`config.mk`:
```
export PLATFORM = sky130hd
export DESIGN_NAME = i2s_tx_engine
export DESIGN_NICKNAME = d
export VERILOG_FILES = /design/src/rtl/i2s_pkg.sv /design/src/rtl/i2s_clock_gen.sv /design/src/rtl/i2s_tx_engine.sv
export SDC_FILE = /design/constraint.sdc
export NUM_CORES = 1
export LEC_CHECK = 0
export BUFFER_PORTS_ARGS = -buffer_cell sky130_fd_sc_hd__buf_2
export CAP_MARGIN = 0
export CELL_PAD_IN_SITES_DETAIL_PLACEMENT = 1
export CELL_PAD_IN_SITES_GLOBAL_PLACEMENT = 1
export CORE_ASPECT_RATIO = 0.5
export CORE_MARGIN = 3
export CORE_UTILIZATION = 46
export DETAILED_ROUTE_END_ITERATION = 12
export PLACE_DENSITY = 0.83
export REMOVE_ABC_BUFFERS = 1
export SYNTH_ARGS = -nofsm -noshare
export SYNTH_HDL_FRONTEND = slang
export SYNTH_HIERARCHICAL = 1
export SYNTH_SLANG_ARGS = --single-unit
```
`constraint.sdc`:
```
create_clock -name clk -period 7.2 [get_ports clk]
set_input_delay 0 -clock clk [delete_from_list [all_inputs] [get_ports clk]]
set_output_delay 0 -clock clk [all_outputs]
set_load 0.02 [all_outputs]
```
`src/rtl/i2s_pkg.sv`:
```
// Shared constants and sizing helpers for the I2S/TDM transmit engine.
package i2s_pkg;

  localparam logic MODE_I2S = 1'b0;
  localparam logic MODE_LJ  = 1'b1;

  localparam logic [1:0] IDLE   = 2'd0;
  localparam logic [1:0] RUN    = 2'd1;
  localparam logic [1:0] RESYNC = 2'd2;

  function automatic int frame_bits(input int num_channels, input int slot_width);
    return num_channels * slot_width;
  endfunction

  function automatic int idx_width(input int n);
    return (n > 1) ? $clog2(n) : 1;
  endfunction

endpackage

```
`src/rtl/i2s_clock_gen.sv`:
```
// MCLK/BCLK dividers; bclk_fall marks the cycle in which BCLK drops.
module i2s_clock_gen #(
  parameter int DIV_WIDTH = 16
) (
  input  logic                 clk,
  input  logic                 rst,
  input  logic                 clk_run,
  input  logic [DIV_WIDTH-1:0] bclk_div,
  input  logic [DIV_WIDTH-1:0] mclk_div,
  output logic                 i2s_mclock,
  output logic                 i2s_clock,
  output logic                 bclk_fall
);

  logic [DIV_WIDTH-1:0] bcnt;
  logic [DIV_WIDTH-1:0] mcnt;
  logic                 btick;
  logic                 mtick;

  assign btick     = clk_run && (bcnt == bclk_div);
  assign mtick     = clk_run && (mcnt == mclk_div);
  assign bclk_fall = btick && i2s_clock;

  always_ff @(posedge clk) begin
    if (rst || !clk_run) begin
      bcnt       <= '0;
      mcnt       <= '0;
      i2s_clock  <= 1'b0;
      i2s_mclock <= 1'b0;
    end else begin
      bcnt <= btick ? '0 : bcnt + DIV_WIDTH'(1);
      mcnt <= mtick ? '0 : mcnt + DIV_WIDTH'(1);
      if (btick) i2s_clock  <= ~i2s_clock;
      if (mtick) i2s_mclock <= ~i2s_mclock;
    end
  end

endmodule

```
`src/rtl/i2s_tx_engine.sv`:
```
// I2S/TDM transmit engine: one-entry holding register, slot serialiser,
// underrun tracking and frame resynchronisation.
module i2s_tx_engine
  import i2s_pkg::*;
#(
  parameter int SAMPLE_WIDTH = 24,
  parameter int SLOT_WIDTH   = 32,
  parameter int NUM_CHANNELS = 2,
  parameter int DIV_WIDTH    = 16
) (
  input  logic                    clk,
  input  logic                    rst,
  input  logic                    enable,
  input  logic                    mode_lj,
  input  logic [DIV_WIDTH-1:0]    bclk_div,
  input  logic [DIV_WIDTH-1:0]    mclk_div,
  input  logic                    sample_valid,
  output logic                    sample_ready,
  input  logic [SAMPLE_WIDTH-1:0] sample_data,
  input  logic                    underrun_clear,
  output logic                    underrun,
  output logic [15:0]             underrun_count,
  output logic                    i2s_mclock,
  output logic                    i2s_clock,
  output logic                    i2s_data,
  output logic                    i2s_lr
);

  localparam int FRAME_BITS = frame_bits(NUM_CHANNELS, SLOT_WIDTH);
  localparam int FI_W       = idx_width(FRAME_BITS);

  logic [1:0]              state, state_nxt;
  logic                    mode_q;
  logic [DIV_WIDTH-1:0]    bdiv_q, mdiv_q;
  logic                    clk_run, bclk_fall, started;
  logic [FI_W-1:0]         fi, fi_nxt, di;
  int                      bit_pos, slot_idx;
  logic [SAMPLE_WIDTH-1:0] hold, shift, shift_nxt;
  logic                    hold_valid, xfer, consume, urun_evt;
  logic                    data_nxt, lr_nxt;

  function automatic logic [15:0] sat_inc(input logic [15:0] v);
    return (v == 16'hFFFF) ? v : v + 16'd1;
  endfunction

  assign clk_run      = enable && (state != IDLE);
  assign sample_ready = enable && !hold_valid;
  assign xfer         = sample_valid && sample_ready;

  i2s_clock_gen #(.DIV_WIDTH(DIV_WIDTH)) u_clock_gen (
    .clk        (clk),
    .rst        (rst),
    .clk_run    (clk_run),
    .bclk_div   (bdiv_q),
    .mclk_div   (mdiv_q),
    .i2s_mclock (i2s_mclock),
    .i2s_clock  (i2s_clock),
    .bclk_fall  (bclk_fall)
  );

  // Next bit period: frame position, data position and slot-load decision
  always_comb begin
    fi_nxt = '0;
    if (started) fi_nxt = (fi == FI_W'(FRAME_BITS - 1)) ? '0 : fi + FI_W'(1);
    if (mode_q == MODE_LJ)  di = fi_nxt;
    else if (fi_nxt == '0)  di = FI_W'(FRAME_BITS - 1);
    else                    di = fi_nxt - FI_W'(1);
    bit_pos   = int'(di) % SLOT_WIDTH;
    slot_idx  = int'(di) / SLOT_WIDTH;
    state_nxt = state;
    consume   = 1'b0;
    urun_evt  = 1'b0;
    shift_nxt = shift << 1;
    if (bit_pos == 0) begin
      // In RESYNC a waiting sample is held back until channel 0 comes round
      if (hold_valid && (state == RUN || slot_idx == 0)) begin
        shift_nxt = hold;
        consume   = 1'b1;
        state_nxt = RUN;
      end else begin
        shift_nxt = '0;
        urun_evt  = !hold_valid;
        state_nxt = RESYNC;
      end
    end
    data_nxt = (bit_pos < SAMPLE_WIDTH) && shift_nxt[SAMPLE_WIDTH-1];
    if (!started && mode_q == MODE_I2S) data_nxt = 1'b0;
    lr_nxt = (int'(fi_nxt) >= FRAME_BITS / 2);
  end

  always_ff @(posedge clk) begin
    if (rst || !enable) begin
      state      <= IDLE;
      mode_q     <= MODE_I2S;
      bdiv_q     <= '0;
      mdiv_q     <= '0;
      started    <= 1'b0;
      fi         <= '0;
      shift      <= '0;
      hold       <= '0;
      hold_valid <= 1'b0;
      i2s_data   <= 1'b0;
      i2s_lr     <= 1'b0;
    end else begin
      if (state == IDLE) begin
        state  <= RUN;
        mode_q <= mode_lj;
        bdiv_q <= bclk_div;
        mdiv_q <= mclk_div;
      end
      if (xfer) begin
        hold       <= sample_data;
        hold_valid <= 1'b1;
      end else if (bclk_fall && consume) begin
        hold_valid <= 1'b0;
      end
      if (bclk_fall) begin
        state    <= state_nxt;
        started  <= 1'b1;
        fi       <= fi_nxt;
        shift    <= shift_nxt;
        i2s_data <= data_nxt;
        i2s_lr   <= lr_nxt;
      end
    end
  end

  // Underrun flag and count survive enable going low
  always_ff @(posedge clk) begin
    if (rst) begin
      underrun       <= 1'b0;
      underrun_count <= 16'd0;
    end else if (underrun_clear) begin
      underrun       <= bclk_fall && urun_evt;
      underrun_count <= (bclk_fall && urun_evt) ? 16'd1 : 16'd0;
    end else if (bclk_fall && urun_evt) begin
      underrun       <= 1'b1;
      underrun_count <= sat_inc(underrun_count);
    end
  end

endmodule

```
## Word-level counts from Yosys, hierarchy flattened

Cells that the tools add are included.

| cells by class | value |
|---|---|
| reductions and logical operators | 30 |
| muxes and demuxes | 23 |
| add/sub/neg operators | 5 |
| order comparisons | 2 |
| divide/modulo/power cells | 0 |
| $mul | 0 |
| bitwise operators | 3 |
| equality and inequality tests | 7 |
| shifts and indexed selects | 0 |

Operators by type and width:

| operator | count |
|---|---|
| $logic_not A32 Y1 | 2 |
| $add A16 B1 Y16 const B | 3 |
| $mux W16 | 3 |
| $mux W24 | 2 |
| $eq A16 B16 Y1 | 2 |
| $mux W6 | 4 |
| $eq A16 B16 Y1 const B | 1 |
| $logic_and A1 B1 Y1 | 11 |
| $mux W1 | 10 |
| $mux W2 | 4 |
| $reduce_bool A2 Y1 | 4 |
| $add A6 B1 Y6 const B | 1 |
| $eq A6 B6 Y1 const B | 1 |
| $ge A6 B6 Y1 const B | 1 |
| $logic_not A6 Y1 | 1 |
| $sub A6 B1 Y6 const B | 1 |
| $lt A5 B5 Y1 const B | 1 |
| $logic_not A1 Y1 | 4 |
| $reduce_and A2 Y1 | 2 |
| $reduce_or A2 Y1 | 2 |
| $logic_or A1 B1 Y1 | 3 |
| $not A1 Y1 | 3 |
| $eq A2 B1 Y1 const B | 1 |
| $logic_not A2 Y1 | 1 |
| other kinds (2) | 2 |

| storage, ports and cells | value |
|---|---|
| memory bits (writable) | 0 |
| ROM bits | 0 |
| memories kept | 0 |
| output and inout bits | 22 |
| bits in latches | 0 |
| logic and storage cells | 87 |
| register bits after elaboration | 143 |

## Logic depth before layout (Yosys ltp)

| logic depth | value |
|---|---|
| word-level depth | 14 |
| mapped depth | 13 |

## Hierarchy

Netlist, hierarchy kept.

Modules (own cells, without submodules):

| module | area each (sq um) | instances | cells an instance |
|---|---|---|---|
| i2s_tx_engine | 4,755.8 | 1 | 602 |
| i2s_clock_gen | 1,721.7 | 1 | 199 |

## Least setup slack after synthesis

Ideal clock, no wire load.

| timing path | value |
|---|---|
| kind | register to register |
| from | reg fi[0] |
| to | reg underrun_count[10] |
| data arrival time | 3.051 ns |
| stages on the path, launching flop included | 13 |
| period minus slack after synthesis | 3.121 ns |
| slack | 4.079 ns |
| data required time | 7.130 ns |
| path buffers | 1 |
| cell sequence | dfxtp_1 > ha_1 > and2_1 > a211oi_1 > inv_1 > ha_1 > nor2b_1 > xnor2_1 > a2111o_1 > or2_4 > buf_6 > or4_1 > a21oi_1 |

| between the ends | value |
|---|---|
| word-level cells in the longest chain between the ends | 14 |
| elaborated cells between the ends (all ways) | 17 |

RTL lines:

| item | line | RTL |
|---|---|---|
| from (decl) | i2s_tx_engine.sv:36 | `logic [FI_W-1:0] fi, fi_nxt, di;` |
| from (signal assigned) | i2s_tx_engine.sv:120 | `fi <= fi_nxt;` |
| $add A6 B1 Y6 / $eq A6 B6 Y1 (equally long branches) | i2s_tx_engine.sv:64 | `if (started) fi_nxt = (fi == FI_W'(FRAME_BITS - 1)) ? '0 : fi + FI_W'(1);` |
| $mux W6 (*) (2 in a row) | i2s_tx_engine.sv:64 |  |
| $sub A6 B1 Y6 / $logic_not A6 Y1 (equally long branches) | i2s_tx_engine.sv:67, i2s_tx_engine.sv:66 |  |
| $mux W6 | i2s_tx_engine.sv:66 | `else if (fi_nxt == '0) di = FI_W'(FRAME_BITS - 1);` |
| $mux W6 (*) | i2s_tx_engine.sv:65 | `if (mode_q == MODE_LJ) di = fi_nxt;` |
| $logic_not A32 Y1 | i2s_tx_engine.sv:76 | `if (hold_valid && (state == RUN \|\| slot_idx == 0)) begin` |
| $logic_or A1 B1 Y1 | i2s_tx_engine.sv:76 |  |
| $logic_and A1 B1 Y1 | i2s_tx_engine.sv:76 |  |
| $mux W1 | i2s_tx_engine.sv:76 |  |
| $mux W1 (*) | i2s_tx_engine.sv:74 | `if (bit_pos == 0) begin` |
| $logic_and A1 B1 Y1 (*) | i2s_tx_engine.sv:136 | `end else if (bclk_fall && urun_evt) begin` |
| $reduce_bool A2 Y1 (no line) (*) | n/a |  |
| $reduce_and A2 Y1 (no line) (*) | n/a |  |
| to (signal assigned) | i2s_tx_engine.sv:135 | `underrun_count <= (bclk_fall && urun_evt) ? 16'd1 : 16'd0;` |
| to (signal assigned) | i2s_tx_engine.sv:138 | `underrun_count <= sat_inc(underrun_count);` |
| to (decl) | i2s_tx_engine.sv:22 | `output logic [15:0] underrun_count,` |

Mark *: on every way between the ends. The rest lies on a longest branch, timed or not.
A chain may end at the register's enable or synchronous reset.

## Worst setup path in the final report

| timing path | value |
|---|---|
| from | reg fi[0] |
| to | reg underrun_count[0] |

| between the ends | value |
|---|---|
| word-level cells in the longest chain between the ends | 14 |
| elaborated cells between the ends (all ways) | 19 |

RTL lines:

| item | line |
|---|---|
| $add A6 B1 Y6 / $eq A6 B6 Y1 (equally long branches) | i2s_tx_engine.sv:64 |
| $mux W6 (*) (2 in a row) | i2s_tx_engine.sv:64 |
| $sub A6 B1 Y6 / $logic_not A6 Y1 (equally long branches) | i2s_tx_engine.sv:67, i2s_tx_engine.sv:66 |
| $mux W6 | i2s_tx_engine.sv:66 |
| $mux W6 (*) | i2s_tx_engine.sv:65 |
| $logic_not A32 Y1 | i2s_tx_engine.sv:76 |
| $logic_or A1 B1 Y1 | i2s_tx_engine.sv:76 |
| $logic_and A1 B1 Y1 | i2s_tx_engine.sv:76 |
| $mux W1 | i2s_tx_engine.sv:76 |
| $mux W1 (*) | i2s_tx_engine.sv:74 |
| $logic_and A1 B1 Y1 (*) | i2s_tx_engine.sv:135, i2s_tx_engine.sv:136 |
| $mux W1 / $reduce_bool A2 Y1 (equally long branches) | n/a |
| $mux W16 / $reduce_and A2 Y1 (equally long branches) | n/a |

Marks and branches as above.

==> results.cfg <==
[clocking]
clock-root-buffer = clkbuf_16
postCtsSetupRepairBufs = 0
path_clk_slew_ns = 0.07
clock_path_buffers = 2
clk-insertion-delay-late_ns = 0.42
cts.sinks = 143
cts_buffers = 17
cts_tree = built
htreeDepth = 4
cts_resized = 0

[sta]
skew_ns = 0.0107
slew_violations = 0
finalCritPeriodShare = 0.538
finalSetupTns_ns = 0
slew_headroom = 0.256
fin_hold_ws_ns = 0.105
fmax_mhz = 258
fin_crit_ns = 3.87
rsz0062_at_grt = false
setup_viol = 0
worstMarginPinSlew_ns = 1.11
hold_viol = 0

[yosys]
synthFlopType = dfxtp_1
yosysTopAreaCellShare = 0.442
yosys.area.top_type = dfxtp_1
synth_area_per_cell_um2 = 8.09
synth_seq_cells = 143
synth_common_cells = nand2_1, dfxtp_1, a21oi_1
async_flop_share = 0
synth_warnings = 6
syn-cell-area_um2 = 6480
yosysMostFrequentCell = nand2_1
ys_top_cells_by_area = dfxtp_1, nand2_1, a21oi_1
yosysSeqAreaShare = 0.442
synth_edf_count = 0
yosysUniqueCellTypes = 57
netlist_instances = 801

[status]
status = finished, final reports clean

[die]
die-area_um2 = 15600
die_w_um = 174
design.core.area_um2 = 13200
io-pin-count = 84
die_y_um = 89.9
initial_core_util = 0.490
rows = 29

[setup_path]
worstPathRequired_ns = 7.56
worstRegToRegCells = 13
cp_cell_sequence = ha_1 -> and2_1 -> a21oi_1 -> nand2_1 -> ha_1 -> nor2b_1 -> xnor2_1 -> a2111o_1 -> nor2_2 -> buf_4 -> o211ai_1 -> a21oi_1 -> dlygate4sd3_1
cp_slowest_stage_delay_ns = 0.56
cp_slowest_cell = dlygate4sd3_1
startpoint_type = flip-flop
cp-end-kind = flip-flop
rr_endpoint = underrun_count[0]
timing.rr.start = fi[0]
cp_data_arrival_time_ns = 4.23
critical_path_class = flip-flop to flip-flop
r2r_slack_ns = 3.33
cp_max_fo = 32

[global_routing]
antenna_found_initial = 0
grt_pass1_vias = 6684
grt_usage = 0.264
grt_overflow = 0
grt_max_degree = 79
grt_pass1_wl_mm = 34.2

[power]
powerDensity_nw_per_um2 = 225
p_leak_nw = 3.08
peakVddDrop_mv = 0.141

[place]
dp_cells = 1023
gp_congestion = 0.830
dpl.hpwl_mm = 11.2
io_buffers = 83

[hold_path]
whs_endpoint = u_clock_gen/i2s_clock
hold_path.class = input port to flip-flop
worstHoldPathCells = 4
worstHoldStart = enable

[routing]
totalWireLength_mm = 20.6
dr.pass1.iters = 5
remaining_drc_errors = 0
antenna_left = 0
wl_per_cell_um = 18.5
vias_per_cell = 5.71
initialDrtViolationCount = 422
vias = 6372

[run]
cap_violations = 0

[cells_and_area]
nFillCells = 1602
layout.nets = 984
post-route-util = 0.617
multiInputGateArea_um2 = 3340
layout-drive-gt1-share = 0.144
area_growth_syn_to_layout_pct = 25.8
seq_area_um2 = 2860
fin_cells = 1116
logic make-up (layout without fill, tap and decap cells):
| group | after synthesis | in the layout | share of synthesized area |
|---|---|---|---|
| AND/OR/NAND/NOR | 329 | 329 | 0.229 |
| multiplexers | 3 | 3 | 0.00464 |
| AO/OA/AOI/OAI | 189 | 189 | 0.182 |
| XOR/XNOR | 64 | 64 | 0.0865 |
| adder cells (fa/ha/maj) | 6 | 6 | 0.0116 |
| other | 0 | 1 | 0 |
| flip-flops | 143 | 143 | 0.442 |
| buffers and inverters | 67 | 195 | 0.0442 |
sequential cells by signal, summed over array words and instances (netlist names), 2 cells and up:
signal,count
hold,24
shift,23
bdiv_q,16
mdiv_q,16
u_clock_gen/bcnt,16
u_clock_gen/mcnt,16
underrun_count,16
fi,6
state,2
worst max-delay path, delay by kind of cell (launching register included):
| family | cells | cell delay (ns) |
|---|---|---|
| AO/OA/AOI/OAI | 4 | 1.13 |
| buffers and inverters | 2 | 0.91 |
| AND/OR/NAND/NOR | 4 | 0.66 |
| adder cells (fa/ha/maj) | 2 | 0.56 |
| flip-flops | 1 | 0.38 |
| XOR/XNOR | 1 | 0.15 |
cells in the final DEF (no fill, tap or decap), types with 14 or more instances in the layout:
master,instances
a31oi_1,15
nand2_1,177
a21oi_1,84
o21ai_0,23
xor2_1,48
nor2_1,49
clkbuf_16,17
nand3_1,23
dlygate4sd3_1,60
dfxtp_1,143
inv_1,14
xnor2_1,16
buf_2,83
power by group:
part           switching [W]  leakage (nW)  total (W)  internal, W
sequential         0.0000100          1.16   0.000812     0.000802
combinational      0.0000592          1.65   0.000110    0.0000508
clock               0.000363         0.274   0.000908     0.000544
total               0.000433          3.08    0.00183      0.00140
timing repair:
item                                    in CTS  in global routing
endpoints found under the setup margin       0                  0
hold buffers                                60                  0
hold endpoints to repair                    61                  0
how the worst max path moves through the flow:
| stage | start | end | slack [ns] | cells after the start |
|---|---|---|---|---|
| finish | fi[0] | underrun_count[0] | 3.33 | 13 |
| floorplan | state[0] | i2s_data | 1.83 | 9 |
| global placement | fi[0] | state[0] | 3.75 | 11 |
| global route | fi[0] | underrun_count[0] | 3.10 | 13 |
| detailed placement | fi[0] | state[0] | 3.62 | 11 |
| CTS | fi[0] | underrun_count[0] | 3.45 | 13 |
cell type report:
class / count / share of cell area
inverter: 14 / 0.00645
tap: 186 / 0.0286
antenna: 1 / 0.000307
sequential: 143 / 0.351
timing repair buffer: 149 / 0.130
multi-input combinational: 591 / 0.410
clock buffer: 18 / 0.0527
clock inverter: 14 / 0.0206
metal layers:
| metal | up-vias | part of all wire | GRT usage |
|---|---|---|---|
| li1 | 3016 | - | - |
| met1 | 3118 | 0.44 | 0.322 |
| met2 | 183 | 0.50 | 0.467 |
| met3 | 55 | 0.038 | 0.0412 |
| met4 | 0 | 0.028 | 0.106 |
| met5 | - | 0 | 0 |
through the flow:
step                total power (W)  cell area, um2  setup slack (ns)
global route                0.00189            8150              3.10
detailed placement         0.000909            6950              3.62
floorplan                  0.000871            6240              1.83
global placement           0.000906            6950              3.75
CTS                         0.00183            8150              3.45
finish                      0.00183            8150              3.33
No activity file was read; power rests on OpenSTA's default activity.
